$ cat src/rtl/prog_delay_buffer_pkg.sv
// Shared widths, helper functions and control bundle for the programmable delay buffer.
package prog_delay_buffer_pkg;

   function automatic int len_w(input int depth);
      return $clog2(depth + 1);
   endfunction

   function automatic int ptr_w(input int depth);
      return $clog2(depth);
   endfunction

   typedef struct packed {
      logic flush;
      logic cfg_we;
      logic en;
   } dly_ctrl_t;

endpackage

$ cat src/rtl/prog_delay_buffer_if.sv
// Stream and configuration bundle between the operand feeder and the delay buffer.
interface prog_delay_buffer_if
   import prog_delay_buffer_pkg::*;
#(
   parameter int DEPTH = 8,
   parameter int BITS  = 64,
   parameter int LANES = 1
);
   localparam int LW = len_w(DEPTH);
   localparam int W  = LANES * BITS;

   logic          en;
   logic          flush;
   logic          cfg_we;
   logic [LW-1:0] cfg_len;
   logic [W-1:0]  d;
   logic [W-1:0]  q;
   logic          q_valid;
   logic [LW-1:0] fill;
   logic [LW-1:0] len;
   logic          cfg_err;

   modport master (
      output en, flush, cfg_we, cfg_len, d,
      input  q, q_valid, fill, len, cfg_err
   );

   modport slave (
      input  en, flush, cfg_we, cfg_len, d,
      output q, q_valid, fill, len, cfg_err
   );

endinterface

$ cat src/rtl/delay_buf_ram.sv
// Delay-line storage: one synchronous write port, one combinational read port, contents not reset.
module delay_buf_ram #(
   parameter int DEPTH = 8,
   parameter int W     = 64,
   parameter int AW    = 3
) (
   input  logic          clk,
   input  logic          we,
   input  logic [AW-1:0] waddr,
   input  logic [W-1:0]  wdata,
   input  logic [AW-1:0] raddr,
   output logic [W-1:0]  rdata
);

   logic [W-1:0] mem [DEPTH];

   always_ff @(posedge clk) begin
      if (we) begin
         mem[waddr] <= wdata;
      end
   end

   assign rdata = mem[raddr];

endmodule

$ cat src/rtl/prog_delay_buffer.sv
// Programmable-length delay line: q shows the word shifted in exactly len enables earlier.
module prog_delay_buffer
   import prog_delay_buffer_pkg::*;
#(
   parameter int DEPTH = 8,
   parameter int BITS  = 64,
   parameter int LANES = 1
) (
   input  logic                clk,
   input  logic                rst,
   prog_delay_buffer_if.slave  bus
);

   localparam int LW = len_w(DEPTH);
   localparam int PW = ptr_w(DEPTH);
   localparam int W  = LANES * BITS;

   localparam logic [PW-1:0] WP_LAST = PW'(DEPTH - 1);
   localparam logic [LW-1:0] DEPTH_L = LW'(DEPTH);

   dly_ctrl_t     ctrl;
   logic          cfg_legal;
   logic          wr_en;
   logic [PW-1:0] wp;
   logic [PW-1:0] rd;
   logic [LW-1:0] wp_l;
   logic [LW-1:0] gap;
   logic [LW-1:0] fill;
   logic [LW-1:0] len;
   logic          cfg_err;
   logic          q_valid;
   logic [W-1:0]  rdata;

   assign ctrl      = '{flush: bus.flush, cfg_we: bus.cfg_we, en: bus.en};
   assign cfg_legal = (bus.cfg_len != '0) && (bus.cfg_len <= DEPTH_L);
   assign wr_en     = ctrl.en && !ctrl.flush;

   // Non-power-of-two depths need an explicit wrap rather than natural overflow.
   always_ff @(posedge clk or posedge rst) begin
      if (rst) begin
         wp <= '0;
      end else if (ctrl.flush) begin
         wp <= '0;
      end else if (ctrl.en) begin
         wp <= (wp == WP_LAST) ? '0 : wp + 1'b1;
      end
   end

   // A legal reprogram restarts the fill count even when a flush lands in the same cycle.
   always_ff @(posedge clk or posedge rst) begin
      if (rst) begin
         fill    <= '0;
         len     <= DEPTH_L;
         cfg_err <= 1'b0;
      end else begin
         cfg_err <= ctrl.cfg_we && !cfg_legal;
         if (ctrl.cfg_we && cfg_legal) begin
            len <= bus.cfg_len;
         end
         if (ctrl.flush || (ctrl.cfg_we && cfg_legal)) begin
            fill <= '0;
         end else if (ctrl.en && (fill < len)) begin
            fill <= fill + 1'b1;
         end
      end
   end

   assign wp_l = LW'(wp);
   assign gap  = DEPTH_L - len;
   assign rd   = (wp_l >= len) ? PW'(wp_l - len) : PW'(wp_l + gap);

   delay_buf_ram #(
      .DEPTH (DEPTH),
      .W     (W),
      .AW    (PW)
   ) u_ram (
      .clk   (clk),
      .we    (wr_en),
      .waddr (wp),
      .wdata (bus.d),
      .raddr (rd),
      .rdata (rdata)
   );

   assign q_valid     = (fill == len);
   assign bus.q       = q_valid ? rdata : '0;
   assign bus.q_valid = q_valid;
   assign bus.fill    = fill;
   assign bus.len     = len;
   assign bus.cfg_err = cfg_err;

endmodule
$ cat src/flat_wrapper.sv
// flat-port wrapper written by rule: the top's interface ports become plain ports
module prog_delay_buffer_flat import prog_delay_buffer_pkg::*;
#(
   parameter int DEPTH = 8,
   parameter int BITS  = 64,
   parameter int LANES = 1
)
  (clk, rst, bus_en, bus_flush, bus_cfg_we, bus_cfg_len, bus_d, bus_q, bus_q_valid, bus_fill, bus_len, bus_cfg_err);
  prog_delay_buffer_if #(.DEPTH(DEPTH), .BITS(BITS), .LANES(LANES)) bus_i ();
  input  logic clk;
  input  logic rst;
  input wire logic [$bits(bus_i.en)-1:0] bus_en;
  input wire logic [$bits(bus_i.flush)-1:0] bus_flush;
  input wire logic [$bits(bus_i.cfg_we)-1:0] bus_cfg_we;
  input wire logic [$bits(bus_i.cfg_len)-1:0] bus_cfg_len;
  input wire logic [$bits(bus_i.d)-1:0] bus_d;
  output wire logic [$bits(bus_i.q)-1:0] bus_q;
  output wire logic [$bits(bus_i.q_valid)-1:0] bus_q_valid;
  output wire logic [$bits(bus_i.fill)-1:0] bus_fill;
  output wire logic [$bits(bus_i.len)-1:0] bus_len;
  output wire logic [$bits(bus_i.cfg_err)-1:0] bus_cfg_err;
  assign bus_i.en = bus_en;
  assign bus_i.flush = bus_flush;
  assign bus_i.cfg_we = bus_cfg_we;
  assign bus_i.cfg_len = bus_cfg_len;
  assign bus_i.d = bus_d;
  assign bus_q = bus_i.q;
  assign bus_q_valid = bus_i.q_valid;
  assign bus_fill = bus_i.fill;
  assign bus_len = bus_i.len;
  assign bus_cfg_err = bus_i.cfg_err;
  prog_delay_buffer #(.DEPTH(DEPTH), .BITS(BITS), .LANES(LANES)) u_core (.clk(clk), .rst(rst), .bus(bus_i));
endmodule
$ cat config.mk
export PLATFORM = sky130hd
export DESIGN_NAME = prog_delay_buffer_flat
export DESIGN_NICKNAME = d
export VERILOG_FILES = /design/src/rtl/prog_delay_buffer_pkg.sv /design/src/rtl/prog_delay_buffer_if.sv /design/src/rtl/delay_buf_ram.sv /design/src/rtl/prog_delay_buffer.sv /design/src/flat_wrapper.sv
export SDC_FILE = /design/constraint.sdc
export NUM_CORES = 1
export LEC_CHECK = 0
export ABC_AREA = 1
export BUFFER_PORTS_ARGS = -buffer_cell sky130_fd_sc_hd__buf_4
export CORE_ASPECT_RATIO = 1.4
export CORE_MARGIN = 5
export CORE_UTILIZATION = 45
export DETAILED_ROUTE_END_ITERATION = 10
export GPL_TIMING_DRIVEN = 1
export PLACE_DENSITY = 0.61
export SETUP_SLACK_MARGIN = 0.15
export SYNTH_ARGS = -nofsm -noshare
export SYNTH_HDL_FRONTEND = slang
export SYNTH_HIERARCHICAL = 1
export SYNTH_SLANG_ARGS = --single-unit
$ cat constraint.sdc
create_clock -name clk -period 6.1 [get_ports clk]
set_clock_uncertainty 0.15 [all_clocks]
set_input_delay 0.915 -clock clk [delete_from_list [all_inputs] [get_ports clk]]
set_output_delay 0.915 -clock clk [all_outputs]
set_load 0.02 [all_outputs]
==> impl_metrics.tcl <==
set metrics [dict create \
    ctsResizeCount 0 \
    tightest_slew_ns 1.19 \
    hpwl_mm 29.7 \
    grt_use_total_pct 18.7 \
    antenna_left 0 \
    synth_enable_flop_cells 512 \
    grt_pass1_vias 15700 \
    layout_commonest_cell "nand2_1" \
    rsz0062_at_grt "no" \
    internal_power_mw 6.26 \
    cpPeakStageDelay_ns 0.74 \
    cts_hold_buf 0 \
    drv_cap 0 \
    cts_setup_buffers 0 \
    period_share_pct 81.1 \
    crit_top_cell "nand2_1" \
    r2r-end "u_core/u_ram/mem[7][11]" \
    p_clk_share_pct 31.7 \
    r2r_start "u_core/wp[0]" \
    numCtsBuffers 49 \
    path_class "flip-flop to output port" \
    place_ws_ns 1.72 \
    switchingPower_mw 2.91 \
    coreArea_sq_um 53200 \
    fin_tns_setup_ns 0 \
    vias 15800 \
    hold_path.class "primary input to async pin" \
    antenna_found_initial 5 \
    cts-htree-levels 2 \
    leakage_nw 12.6 \
    power_mw 9.17 \
    drcViolationCount 0 \
    clock_sinks 524 \
    final_area_sq_um 27300 \
    timing.final.ws_setup_ns 1.15 \
    root_buffer "clkbuf_16" \
    cp-end-kind "output port" \
    grt_max_degree 201 \
    netlist_instances 2462 \
    setup_viol 0 \
    power_frac_comb_pct 24.5 \
    wl_per_cell_um 16.4 \
    path_max_fanout 68 \
    area_growth_pct 13.1 \
    overflow 0 \
    start_kind "flip-flop" \
    final_cell_mix "nand2_1, inv_1, edfxtp_1" \
    fillCellCount 4705 \
    crit_chain "inv_1, ha_1, fa_1, inv_4, inv_4, buf_4, nand3_1, nand2_1, nand2_1, nand2_1, inv_1, nor2_4, buf_4" \
    synth_nets 2544 \
    arrival_ns 3.88 \
    port_buffers 146 \
    die_h_um 284 \
    first_pass_iters 4 \
    p_sw_share_pct 31.8 \
    regArea_sq_um 15700 \
    finalCriticalPeriod_ns 4.95 \
    grt_pass1_wl_mm 86.0 \
    cts_tree "built" \
    worstPathRequired_ns 5.03 \
    cts.clk_slew.worst_paths_ns 0.06 \
    instances_no_fill 3339 \
    place_area_sq_um 25700 \
    outcome "complete, no violations" \
    ys_seq_area_share_pct 65.0 \
    ff2ff_path_depth 3 \
    start_util_pct 45.4 \
    insertion_delay_ns 0.57 \
    synth.distinct_cells 26 \
    seq_power_share_pct 43.8 \
    synth_seq_cells 524 \
    reg2reg_slack_ns 3.45 \
    avgSynthCellArea_sq_um 9.80 \
    multi_input_area_sq_um 5540 \
    ir_drop_uv 274 \
    yosys_warnings 6 \
    async_flop_share_pct 2.29 \
    numPlacedInstances 3242 \
    drtIter0Drc 702 \
    slew_viol_final 0 \
    drive_gt1_share_pct 11.8 \
    die-area_sq_um 58400 \
    hold_viol_final 0 \
    synth_area_sq_um 24100 \
    fp-row-count 100 \
    slowest_stage "inv_4" \
    ioPinCount 147 \
    drt-vias-per-instance 4.73 \
    nets 2661 \
    wirelength_mm 54.7 \
    gp_congestion 0.745 \
    max_freq_mhz 202 \
    clockBufferDepth 3 \
    slew_headroom_pct 20.6 \
    post-route-util_pct 51.3 \
    holdWs_ns 0.222 \
    fp.dieW_um 206 \
    p_per_area_nw_per_um2 336 \
    yosys_most_used_dff "edfxtp_1" \
]
-- per-layer routing --
layer	part of all wire, %	wire length [um]	vias up	global-route usage [%]
li1	-	-	7782	-
met1	41	22400	7589	23.0
met2	51	27900	314	33.0
met3	5.2	2830	94	3.26
met4	2.8	1550	2	6.40
met5	0.024	13	-	0
-- power by group through the flow --
stage	Combinational [mW]	Sequential (mW)	Clock [mW]
3_3_place_gp	2.25	4.10	0
4_1_cts	2.28	4.02	2.98
3_5_place_dp	2.27	4.10	0
2_1_floorplan	1.65	4.11	0
5_1_grt	2.53	4.02	3.12
6_report	2.25	4.02	2.90
-- kinds of logic after synthesis --
logic type               synth area share, %
adder cells (fa/ha/maj)                0.498
XOR/XNOR                              0.0726
flip-flops                              65.0
buffers and inverters                   12.4
AO/OA/AOI/OAI                          0.197
AND/OR/NAND/NOR                         21.9
-- how the worst max path moves through the flow --
stage	from	to	slack [ns]	cells after the start
after CTS	u_core/wp[0]	bus_q[24]	1.11	13
final	u_core/wp[0]	bus_q[24]	1.15	13
after global routing	u_core/wp[0]	bus_q[22]	0.90	13
after floorplan	bus_en	u_core/u_ram/mem[1][0]	1.47	4
after detailed placement	u_core/wp[0]	bus_q[24]	1.72	13
after global placement	u_core/wp[0]	bus_q[24]	1.75	13
-- cells in the mapped netlist (4+ instances only) --
cell type,instances,area share [%]
clkbuf_1,9,0.14
nand3_1,264,5.5
buf_1,4,0.062
nor2_4,50,2.3
nor2_1,28,0.44
edfxtp_1,512,64
buf_4,18,0.56
inv_1,602,9.4
o21ai_0,5,0.10
buf_12,5,0.41
buf_6,14,0.65
buf_2,55,1.1
ha_1,8,0.41
dfrtp_1,11,1.1
nand2_1,860,13
-- final cells by class --
cell class,count,area share (%)
flip-flops and latches,524,57.5
multi-input cells,1228,20.3
inverters,605,8.38
repair buffers,171,4.98
clock buffers,63,4.77
well taps,714,3.27
clock inverters,29,0.798
diodes,5,0.0459
-- critical path, delay by kind of cell, from the launching register on --
kind                       cells  cell delay (ns)
buffers and inverters          6             1.69
and+or+nand+nor                5             0.47
adders and majority gates      2             0.73
DFF                            1             0.39
-- state kept, by name, indices dropped and copies added (netlist names) --
signal and count:
u_core/bus.cfg_err 1, u_core/bus.fill 4, u_core/bus.len 4, u_core/u_ram/mem 512, u_core/wp 3
No activity file was read; power rests on OpenSTA's default activity.
